**config.mk**
```make
export PLATFORM = sky130hd
export DESIGN_NAME = rom_port_arbiter
export DESIGN_NICKNAME = d
export VERILOG_FILES = /design/src/rtl/rom_arb_pkg.sv /design/src/rtl/rr_arbiter2.sv /design/src/rtl/rom_port_arbiter.sv
export SDC_FILE = /design/constraint.sdc
export NUM_CORES = 1
export LEC_CHECK = 0
export ABC_AREA = 1
export CORE_MARGIN = 2
export CORE_UTILIZATION = 38
export DETAILED_ROUTE_END_ITERATION = 6
export PLACE_DENSITY = 0.89
export SETUP_SLACK_MARGIN = 0.4
export SLEW_MARGIN = 10
export SYNTH_ARGS = -nofsm -noshare
export SYNTH_HDL_FRONTEND = slang
export SYNTH_SLANG_ARGS = --single-unit
```
**constraint.sdc**
```tcl
create_clock -name clk -period 2.05 [get_ports clk]
set_input_delay 0.615 -clock clk [delete_from_list [all_inputs] [get_ports clk]]
set_output_delay 0.615 -clock clk [all_outputs]
set_load 0.005 [all_outputs]
```
**src/rtl/rom_arb_pkg.sv**
```systemverilog
// Shared types for the ROM port arbiter: command tag encoding and read latency.
package rom_arb_pkg;

    typedef enum logic [1:0] {
        TAG_NONE = 2'd0,
        TAG_RD0  = 2'd1,
        TAG_RD1  = 2'd2,
        TAG_WR   = 2'd3
    } tag_e;

    localparam int READ_LATENCY = 2;

    // Tag of the command granted this cycle; the loader always outranks reads.
    function automatic tag_e encode_tag(input logic wr_gnt,
                                        input logic rd0_gnt,
                                        input logic rd1_gnt);
        tag_e tag;
        if (wr_gnt) begin
            tag = TAG_WR;
        end else if (rd0_gnt) begin
            tag = TAG_RD0;
        end else if (rd1_gnt) begin
            tag = TAG_RD1;
        end else begin
            tag = TAG_NONE;
        end
        return tag;
    endfunction

endpackage

```
**src/rtl/rr_arbiter2.sv**
```systemverilog
// Two-requester read grant logic. Round-robin with ROM_ARB_RR_EN defined,
// fixed priority (port 0 first, no pointer state) otherwise.
module rr_arbiter2 (
`ifdef ROM_ARB_RR_EN
    input  logic clk,
    input  logic rst_n,
`endif
    input  logic enable,
    input  logic req0,
    input  logic req1,
    output logic gnt0,
    output logic gnt1
);

`ifdef ROM_ARB_RR_EN
    logic ptr_r;
    logic gnt0_s;
    logic gnt1_s;

    // ptr_r high means port 1 wins a tie.
    always_comb begin
        gnt0_s = 1'b0;
        gnt1_s = 1'b0;
        if (enable) begin
            gnt0_s = req0 & (~req1 | ~ptr_r);
            gnt1_s = req1 & (~req0 | ptr_r);
        end else begin
            gnt0_s = 1'b0;
            gnt1_s = 1'b0;
        end
    end

    // Pointer hands preference to the port that was not just served.
    always_ff @(posedge clk or negedge rst_n) begin
        if (!rst_n) begin
            ptr_r <= 1'b0;
        end else if (gnt0_s) begin
            ptr_r <= 1'b1;
        end else if (gnt1_s) begin
            ptr_r <= 1'b0;
        end else begin
            ptr_r <= ptr_r;
        end
    end

    assign gnt0 = gnt0_s;
    assign gnt1 = gnt1_s;
`else
    logic gnt0_s;
    logic gnt1_s;

    // Port 0 (fetch) always wins over port 1.
    always_comb begin
        gnt0_s = 1'b0;
        gnt1_s = 1'b0;
        if (enable) begin
            gnt0_s = req0;
            gnt1_s = req1 & ~req0;
        end else begin
            gnt0_s = 1'b0;
            gnt1_s = 1'b0;
        end
    end

    assign gnt0 = gnt0_s;
    assign gnt1 = gnt1_s;
`endif

endmodule

```
**src/rtl/rom_port_arbiter.sv**
```systemverilog
// Shares the single ROM port between two readers and the program loader.
// Define ROM_ARB_RR_EN for round-robin between readers; default is fixed priority.
module rom_port_arbiter
    import rom_arb_pkg::*;
#(
    parameter int DATA_WIDTH    = 32,
    parameter int ADDRESS_WIDTH = 12
) (
    input  logic                     clk,
    input  logic                     reset_n,
    input  logic                     rdReq0,
    input  logic [ADDRESS_WIDTH-1:0] rdAddr0,
    output logic                     rdGnt0,
    output logic                     rdValid0,
    input  logic                     rdReq1,
    input  logic [ADDRESS_WIDTH-1:0] rdAddr1,
    output logic                     rdGnt1,
    output logic                     rdValid1,
    output logic [DATA_WIDTH-1:0]    rdData,
    input  logic                     wrReq,
    input  logic [ADDRESS_WIDTH-1:0] wrAddr,
    input  logic [DATA_WIDTH-1:0]    wrData,
    output logic                     wrGnt,
    output logic [ADDRESS_WIDTH-1:0] memAddr,
    output logic [ADDRESS_WIDTH-1:0] memWriteAddr,
    output logic [DATA_WIDTH-1:0]    memDataIn,
    output logic                     memWEn,
    input  logic [DATA_WIDTH-1:0]    memDataOut
);

    logic                     wr_gnt_s;
    logic                     rd_enable_s;
    logic                     rd_gnt0_s;
    logic                     rd_gnt1_s;
    tag_e                     issue_tag_s;
    tag_e                     tag_s1_r;
    logic                     rd_valid0_r;
    logic                     rd_valid1_r;
    logic                     mem_wen_r;
    logic [ADDRESS_WIDTH-1:0] mem_addr_r;
    logic [ADDRESS_WIDTH-1:0] mem_write_addr_r;
    logic [DATA_WIDTH-1:0]    mem_data_in_r;

    // Loader outranks both readers; nothing is granted while reset is held.
    always_comb begin
        wr_gnt_s    = 1'b0;
        rd_enable_s = 1'b0;
        if (reset_n) begin
            wr_gnt_s    = wrReq;
            rd_enable_s = ~wrReq;
        end else begin
            wr_gnt_s    = 1'b0;
            rd_enable_s = 1'b0;
        end
    end

    rr_arbiter2 u_rd_arb (
`ifdef ROM_ARB_RR_EN
        .clk    (clk),
        .rst_n  (reset_n),
`endif
        .enable (rd_enable_s),
        .req0   (rdReq0),
        .req1   (rdReq1),
        .gnt0   (rd_gnt0_s),
        .gnt1   (rd_gnt1_s)
    );

    // Tag of the command entering the pipeline this cycle.
    always_comb begin
        issue_tag_s = encode_tag(wr_gnt_s, rd_gnt0_s, rd_gnt1_s);
    end

    // Register the winning command onto the RAM pins; idle cycles hold address/data.
    always_ff @(posedge clk or negedge reset_n) begin
        if (!reset_n) begin
            mem_wen_r        <= 1'b0;
            mem_addr_r       <= {ADDRESS_WIDTH{1'b0}};
            mem_write_addr_r <= {ADDRESS_WIDTH{1'b0}};
            mem_data_in_r    <= {DATA_WIDTH{1'b0}};
        end else if (wr_gnt_s) begin
            mem_wen_r        <= 1'b1;
            mem_write_addr_r <= wrAddr;
            mem_data_in_r    <= wrData;
        end else if (rd_gnt0_s) begin
            mem_wen_r  <= 1'b0;
            mem_addr_r <= rdAddr0;
        end else if (rd_gnt1_s) begin
            mem_wen_r  <= 1'b0;
            mem_addr_r <= rdAddr1;
        end else begin
            mem_wen_r <= 1'b0;
        end
    end

    // Tag pipeline; stage 2 is kept decoded as the two valid flops since only
    // read tags have a consumer there. Reset drops every in-flight read.
    always_ff @(posedge clk or negedge reset_n) begin
        if (!reset_n) begin
            tag_s1_r    <= TAG_NONE;
            rd_valid0_r <= 1'b0;
            rd_valid1_r <= 1'b0;
        end else begin
            tag_s1_r    <= issue_tag_s;
            rd_valid0_r <= (tag_s1_r == TAG_RD0);
            rd_valid1_r <= (tag_s1_r == TAG_RD1);
        end
    end

    assign rdGnt0       = rd_gnt0_s;
    assign rdGnt1       = rd_gnt1_s;
    assign wrGnt        = wr_gnt_s;
    assign rdValid0     = rd_valid0_r;
    assign rdValid1     = rd_valid1_r;
    assign rdData       = memDataOut;
    assign memWEn       = mem_wen_r;
    assign memAddr      = mem_addr_r;
    assign memWriteAddr = mem_write_addr_r;
    assign memDataIn    = mem_data_in_r;

endmodule

```
==> results of run 1 <==
## cell type report
class / instances / area, um2
repair buffers: 153 / 1410
inverters: 33 / 129
clock buffers: 13 / 169
flip-flops and latches: 61 / 1530
fillers: 662 / 2960
multi-input cells: 203 / 836
well taps: 99 / 124
clock inverters: 1 / 30.0
## layer usage
layer	up-vias	part of all wire [%]	wire, um	track usage [%]
met5	-	0	0	0
met4	0	1.3	90	6.51
met2	91	52	3630	30.8
met3	13	7.2	495	5.63
li1	1232	-	-	-
met1	1185	39	2710	19.2
## logic make-up after synthesis
kind of cell / share of synthesized area [%]
buf+inv: 15.9
simple gates: 29.2
flops: 54.9
## metrics by stage
stage	util, %	total power, uW	hold WS, ns
2_1_floorplan	-	1720	0.319
3_3_place_gp	56.0	2180	0.410
3_5_place_dp	56.0	2210	0.418
4_1_cts	58.6	3190	0.199
5_1_grt	58.8	3340	0.218
6_report	58.8	3140	0.229
## path summary, 6_finish.rpt
| check | end | startpoint | slack, ns | depth (start not counted) |
|---|---|---|---|---|
| min | memAddr[3] | reset_n | 0.23 | 2 |
| min in group clk | rdValid1 | tag_s1_r[0] | 0.42 | 1 |
| min reg2reg | rdValid1 | tag_s1_r[0] | 0.42 | 1 |
| max | rdGnt1 | wrReq | 0.31 | 8 |
| max reg2reg | memWriteAddr[5] | memWriteAddr[5] | 1.31 | 3 |
| max in group asynchronous | memDataIn[6] | reset_n | 1.34 | 2 |
## registers in the layout (all words and copies together), names as in the netlist
signal,count
memAddr,12
memDataIn,32
memWEn,1
memWriteAddr,12
rdValid0,1
rdValid1,1
tag_s1_r,2
## placed cells by master (no fill, tap or decap), types with 3 or more instances in the layout
cell and instances:
buf_4 17, clkbuf_8 12, clkdlybuf4s50_1 68, dlygate4sd2_1 59, nor2_1 3, inv_2 5
inv_1 27, dfrtp_1 61, buf_6 4, nand2_1 170, nand3_1 12, nand4_1 12
## report_power, final
group / internal (uW) / switching [uW]
sequential: 1360 / 76.7
combinational: 372 / 282
clock: 649 / 406
## worst register-to-register path, stage by stage, from the launching register on
cell and delay (ns):
dfrtp_1 0.38, buf_4 0.13, nand2_1 0.06, nand2_1 0.05
## what timing repair did
action | 4_1_cts | 5_1_grt
pin swaps | 2 | 2
setup buffers | 6 | 1
endpoints found under the hold margin | 0 | 0
gates resized for setup | 86 | 12
gates cloned | 0 | 0
endpoints found under the setup margin | 62 | 3
==> out/metrics.cfg, run 1 <==
[yosys]
syn-cell-area_um2=2780
ys_async_sr_fraction_pct=100
syn_nets=449
ys_seq_elements=61
synthTopCellsByCount=nand2_1, dfrtp_1, buf_4
netlist_instances=344
synth-edff-count=0
synth-seq-area-share_pct=54.9
synth.distinct_cells=10
avgSynthCellArea_um2=8.08
synth_area_leaders=dfrtp_1, nand2_1, buf_4
yosys.area.top_type=dfrtp_1
yosysMostFrequentCell=nand2_1
synth_ff_type=dfrtp_1
yosysWarnings=0
synth_top_area_share_pct=54.9

[drt]
drtIter0Drc=53
post_drt_via_cell_ratio=4.48
dr.pass1.iters=4
drt_wl_total_um=6920
wl_per_cell_um=12.3
drc=0
dr_total_vias=2521
final_antenna_net_count=0

[worst_setup_path]
required_ns=1.43
worst_setup_path_end_kind=output port
slowest_delay_ns=0.11
worstSetupStartpointType=primary input
critPathSlowestCell=buf_8
crit_fanout=2
path_buf_inv=6
cp_cell_sequence=buf_8 > inv_6 > buf_6 > nand2_4 > inv_2 > nand2_2 > inv_2 > buf_6
critPathArrivalTime_ns=1.12
path_class=primary input to output port
path_delay_family=buffers and inverters

[clocking]
clock_sinks=61
cts.htree.levels=3
cts_buffers=9
clkTransAtPathRegs_ns=0.06
cts_tree=done
clk_latency_ns=0.31
root_buffer=clkbuf_8
cts.hold.buffers_added=0
cts_max_path_buffers=2

[placement]
place_congestion=0.799
placed_area_um2=4020
dp.cells=542
place_ws_ns=-0.471
dp_hpwl_um=5130
portBuffers=134

[final_layout]
diodes=0
area_growth_pct=51.8
layout-drive-gt1-share_pct=11.0
final_area_um2=4220
finalNonFillerCells=563
nNetsFinal=566

[global_route]
grt_usage_pct=17.3
grt_pass1_wl_um=10700
grt_pass1_vias=2416
grt_max_degree=47
antenna_found_initial=0
grt_overflow_total=0

[hold_path]
hold_path.class=primary input to asynchronous set/reset pin

[power]
p_per_area_nw_per_um2=745
ir_worst_vdd_mv=0.506
power_leakage_uw=0.00236

[die]
rows=31
start_util_pct=38.7
die-area_um2=8010
die_h_um=89.5
io-pin-count=199
core_area_um2=7180
die_x_um=89.5

[sta]
clock.fmax_ghz=0.576
relSlewSlack_pct=68.7
hold_viol=0
fin_worst_skew_ns=0.000424
period_share_pct=84.8
rsz0062_at_grt=yes
slew_viol_final=0
period_needed_ns=1.74
fin_setup_tns_ns=0
finalSetupViolCount=0
tightest_slew_ns=0.470
layout_setup_ws_ns=0.312

[outcome]
status=completed

[flow_run]
max_cap_violations=0

Power figures use the tool's default switching activity.
==> run 2: changes to the inputs <==
--- a/config.mk
+++ b/config.mk
@@ -7,9 +7,9 @@
 export LEC_CHECK = 0
 export ABC_AREA = 1
 export CORE_MARGIN = 2
-export CORE_UTILIZATION = 38
+export CORE_UTILIZATION = 31
 export DETAILED_ROUTE_END_ITERATION = 6
-export PLACE_DENSITY = 0.89
+export PLACE_DENSITY = 0.78
 export SETUP_SLACK_MARGIN = 0.4
 export SLEW_MARGIN = 10
 export SYNTH_ARGS = -nofsm -noshare
==> constraint.sdc (replaced) <==
create_clock -name clk -period 1.5 [get_ports clk]
set_input_delay 0.45 -clock clk [delete_from_list [all_inputs] [get_ports clk]]
set_output_delay 0.45 -clock clk [all_outputs]
set_load 0.005 [all_outputs]
==> run 2 against run 1 <==
Compared with the run above:
- clock-buffer cell count fell by 1
- combinational power rose by 55%
- largest cell class unchanged
- worst hold slack got worse by 0.12 ns
- sequential power rose by 36%
- critical path depth fell by 2
- setup slack got worse by 0.23 ns
==> out/metrics.cfg, run 2 (synthesis results as in run 1) <==
[drt]
wl_per_cell_um=12.5
drc=0
final_antenna_net_count=0
drtIter0Drc=57
dr_total_vias=2633
post_drt_via_cell_ratio=4.35
drt_wl_total_um=7550
dr.pass1.iters=4

[final_layout]
final_common_cell=nand2_1
final_cell_mix=nand2_1, clkdlybuf4s50_1, dfrtp_1
area_growth_pct=58.5
fin_util_pct=50.5
diodes=0
final_area_um2=4410
layout-drive-gt1-share_pct=29.2
largest_reg_flops=32
nNetsFinal=597

[sta]
fin_worst_skew_ns=0.000329
rsz0062_at_grt=yes
hold_slack_ns=0.108
relSlewSlack_pct=72.8
hold_viol=0
tightest_slew_ns=0.409
period_share_pct=94.7
finalSetupViolCount=0
slew_viol_final=0
clock.fmax_ghz=0.704
period_needed_ns=1.42

[placement]
place_congestion=0.824
portBuffers=134
placed_area_um2=4110
dp_hpwl_um=5180

[worst_setup_path]
cp_common_cell=inv_2
path_class=primary input to output port
r2r_setup_slack_ns=0.66
worst_setup_path_end_kind=output port
ff2ff_path_depth=4
required_ns=1.05
slowest_delay_ns=0.12
timing.rr.end=memDataIn[4]
cp_cell_sequence=buf_2 > inv_2 > nor2_4 > nand2_2 > inv_2 > buf_6
worstSetupStartpointType=primary input
crit_fanout=2
critPathSlowestCell=nor2_4
critPathArrivalTime_ns=0.97
rr_startpoint=memDataIn[4]

[die]
start_util_pct=31.9
die_x_um=98.7
io-pin-count=199
core_area_um2=8720
die-area_um2=9740
rows=34
die_h_um=98.7

[global_route]
grt_pass1_vias=2618
grt_max_degree=47
grt_overflow_total=0
grt_usage_pct=15.6
antenna_found_initial=0
grt_pass1_wl_um=12200

[power]
sw_frac_of_total_pct=24.5
seqPwrFrac_pct=42.8
p_sw_uw=1130
clockPowerShare_pct=35.3
p_per_area_nw_per_um2=1040
power.share.combinational_pct=21.9
ir_worst_vdd_mv=0.455
p_int_uw=3460
power_leakage_uw=0.00246

[flow_run]
max_cap_violations=0

[clocking]
cts_max_path_buffers=2
cts.htree.levels=3
cts_buffers=9
clk_latency_ns=0.32
cts_tree=done
clock_sinks=61
clkTransAtPathRegs_ns=0.07
root_buffer=clkbuf_8
cts.hold.buffers_added=0

[hold_path]
hold_path.class=primary input to asynchronous set/reset pin

[outcome]
status=completed

-- run 2: cell types whose count changed in the layout (fill, tap and decap cells not counted), sizes merged --
cell and delta:
buf +92, dlygate4sd2 -59, clkbuf -3, clkinv +2
bufinv +1
-- run 2: worst max-delay path: cells and delay by family --
| family | cells | cell delay (ns) |
|---|---|---|
| buffers and inverters | 4 | 0.33 |
| AND/OR/NAND/NOR | 2 | 0.20 |
-- run 2: layer usage --
layer | global-route usage [%] | part of all wire, % | routed length [um]
met1 | 19.1 | 41 | 3080
met3 | 4.89 | 7.2 | 542
met5 | 0 | 0 | 0
met2 | 25.1 | 49 | 3720
met4 | 7.06 | 2.7 | 207
-- run 2: worst max path at each step --
stage / to / startpoint
after floorplan: rdGnt1 / rdReq0
after global placement: wrGnt / wrReq
after detailed placement: wrGnt / wrReq
after CTS: wrGnt / reset_n
after global routing: rdGnt1 / rdReq1
final: rdGnt1 / rdReq1
-- run 2: layout make-up --
cell class	instances	area [um2]
fillers	849	4320
flip-flops and latches	61	1530
repair buffers	184	1520
multi-input cells	203	865
clock buffers	12	155
inverters	33	139
well taps	108	135
clock inverters	4	70.1
-- run 2: through the flow --
| step | setup TNS, ns | setup slack (ns) | total power (uW) | std cells |
|---|---|---|---|---|
| 6_report | 0 | 0.0799 | 4580 | 605 |
| 5_1_grt | 0 | 0.0784 | 4860 | 605 |
| 4_1_cts | 0 | 0.160 | 4580 | 589 |
| 3_5_place_dp | -29.61 | -0.807 | 3040 | 554 |
| 3_3_place_gp | -27.35 | -0.797 | 3010 | 554 |
| 2_1_floorplan | 0 | 0.298 | 2360 | 344 |
-- run 2: power groups by stage --
stage	clock network [uW]	registers, uW	logic, uW
2_1_floorplan	0	2010	350
5_1_grt	1760	1980	1120
3_3_place_gp	0	1990	1020
4_1_cts	1680	1960	930
3_5_place_dp	0	2000	1040
6_report	1620	1960	1010
-- run 2: what timing repair did --
action,in CTS,in global routing
gates resized for setup,281,15
buffers inserted,19,16
pin swaps,4,4
endpoints found under the setup margin,121,120
==> run 3: changes to the inputs <==
--- a/config.mk
+++ b/config.mk
@@ -9,7 +9,8 @@
 export CORE_MARGIN = 2
 export CORE_UTILIZATION = 31
 export DETAILED_ROUTE_END_ITERATION = 6
-export PLACE_DENSITY = 0.78
+export HOLD_SLACK_MARGIN = 0.15
+export PLACE_DENSITY = 0.87
 export SETUP_SLACK_MARGIN = 0.4
 export SLEW_MARGIN = 10
 export SYNTH_ARGS = -nofsm -noshare
==> run 3 against run 2 <==
Compared with the run above:
- clock skew about the same
- die area unchanged
- highest routed layer unchanged
- critical path type unchanged
- sequential share of layout area up 0.77 points
- combinational power about the same
- maximum frequency down 3.6%
- setup slack worse by 0.054 ns
- final area down 2.2%
==> out/metrics.cfg, run 3 (synthesis results as in run 1) <==
[outcome]
status=completed

[power]
p_per_area_nw_per_um2=1060
p_int_uw=3450
power.share.combinational_pct=21.8
ir_worst_vdd_mv=0.433
seqPwrFrac_pct=42.9
clockPowerShare_pct=35.4
power_leakage_uw=0.00241
p_sw_uw=1130
sw_frac_of_total_pct=24.8

[die]
start_util_pct=31.9
core_area_um2=8720
die_h_um=98.7
io-pin-count=199
die-area_um2=9740
rows=34
die_x_um=98.7

[drt]
final_antenna_net_count=0
dr.pass1.iters=4
dr_total_vias=2636
drt_wl_total_um=7550
post_drt_via_cell_ratio=4.40
wl_per_cell_um=12.6
drc=0
drtIter0Drc=61

[placement]
portBuffers=134
dp_hpwl_um=5290
place_ws_ns=-0.781
place_congestion=0.794
dp.cells=551

[worst_setup_path]
cp_cell_sequence=buf_6 > buf_6 > inv_8 > nand2_4 > inv_2 > nand2_2 > inv_2 > buf_6
ff2ff_path_depth=4
path_class=primary input to output port
critPathArrivalTime_ns=1.02
cp_common_cell=buf_6
rr_startpoint=memAddr[0]
worst_setup_path_end_kind=output port
slowest_delay_ns=0.12
required_ns=1.05
timing.rr.end=memAddr[0]
worstSetupStartpointType=primary input
r2r_setup_slack_ns=0.65
critPathSlowestCell=buf_6
crit_fanout=3

[global_route]
grt_pass1_wl_um=12400
grt_max_degree=47
grt_overflow_total=0
grt_usage_pct=15.5
antenna_found_initial=0
grt_pass1_vias=2774

[final_layout]
num-fill-cells=838
layout-drive-gt1-share_pct=28.3
nNetsFinal=591
diodes=0
finalNonFillerCells=599
final_common_cell=nand2_1
largest_reg_flops=32
area_growth_pct=55.1
final_cell_mix=nand2_1, clkdlybuf4s50_1, dfrtp_1

[sta]
tightest_slew_ns=0.446
slew_viol_final=0
rsz0062_at_grt=yes
hold_viol=0
finalSetupViolCount=0
period_needed_ns=1.47
layout_setup_ws_ns=0.0262
period_share_pct=98.3
clock.fmax_ghz=0.679
fin_setup_tns_ns=0
fin_worst_skew_ns=0.0000663
relSlewSlack_pct=70.2

[clocking]
clk_latency_ns=0.31
cts_buffers=9
clock_sinks=61
root_buffer=clkbuf_8
cts.htree.levels=3
cts_tree=done
cts_max_path_buffers=2
clkTransAtPathRegs_ns=0.07

[flow_run]
max_cap_violations=0

[hold_path]
hold_path.class=primary input to asynchronous set/reset pin

[run 3: cell count changes in the layout (fill, tap and decap cells not counted), moves of 2 or more]
cell,previous run,this run
nand3_1,12,10
nand3_2,0,2
buf_6,15,8
buf_12,4,1
[run 3: cell type report]
cell class	count	area (um2)	share of cell area [%]
Timing Repair Buffer	178	1410	32.8
Inverter	33	139	3.22
Multi-Input combinational cell	203	870	20.2
Clock inverter	4	70.1	1.63
Clock buffer	12	155	3.60
Tap cell	108	135	3.14
Sequential cell	61	1530	35.4
[run 3: power groups by stage]
stage / registers [uW] / logic [uW] / clock network (uW)
5_1_grt: 1990 / 1110 / 1740
2_1_floorplan: 2010 / 350 / 0
3_5_place_dp: 2000 / 1040 / 0
6_report: 1960 / 997 / 1620
4_1_cts: 1960 / 918 / 1680
3_3_place_gp: 2000 / 1000 / 0
[run 3: layer usage]
metal / vias to the layer above / track usage (%) / share of wire (%)
met5: - / 0 / 0
met4: 0 / 6.64 / 1.8
met3: 16 / 5.46 / 7.8
met2: 101 / 26.2 / 49
met1: 1239 / 17.9 / 42
li1: 1280 / - / -
[run 3: how the worst max path moves through the flow]
stage	start	slack, ns	cells after the start	endpoint
finish	wrReq	0.03	8	rdGnt1
global route	wrReq	0.007	8	rdGnt1
CTS	wrReq	0.05	8	rdGnt1
detailed placement	wrReq	-0.78	8	rdGnt1
global placement	wrReq	-0.73	8	rdGnt1
floorplan	rdReq0	0.30	4	rdGnt1
[run 3: worst max-delay path, delay by kind of cell]
kind,cells,cell delay (ns)
buffers and inverters,6,0.46
and+or+nand+nor,2,0.11
[run 3: repair_timing]
action,in CTS,in global routing
hold buffers,1,0
buffers inserted,15,15
hold endpoints to repair,1,0
endpoints found under the setup margin,121,106
pin swaps,3,5
resized for setup,269,14
cloned,0,1
[run 3: metrics by stage]
stage | instance area [um2] | hold slack (ns) | power [uW] | utilization (%)
floorplan | 2850 | 0.154 | 2360 | -
global placement | 4080 | 0.409 | 3000 | 46.8
detailed placement | 4080 | 0.411 | 3030 | 46.8
CTS | 4150 | 0.254 | 4560 | 47.5
global route | 4310 | 0.282 | 4840 | 49.4
finish | 4310 | 0.259 | 4580 | 49.4
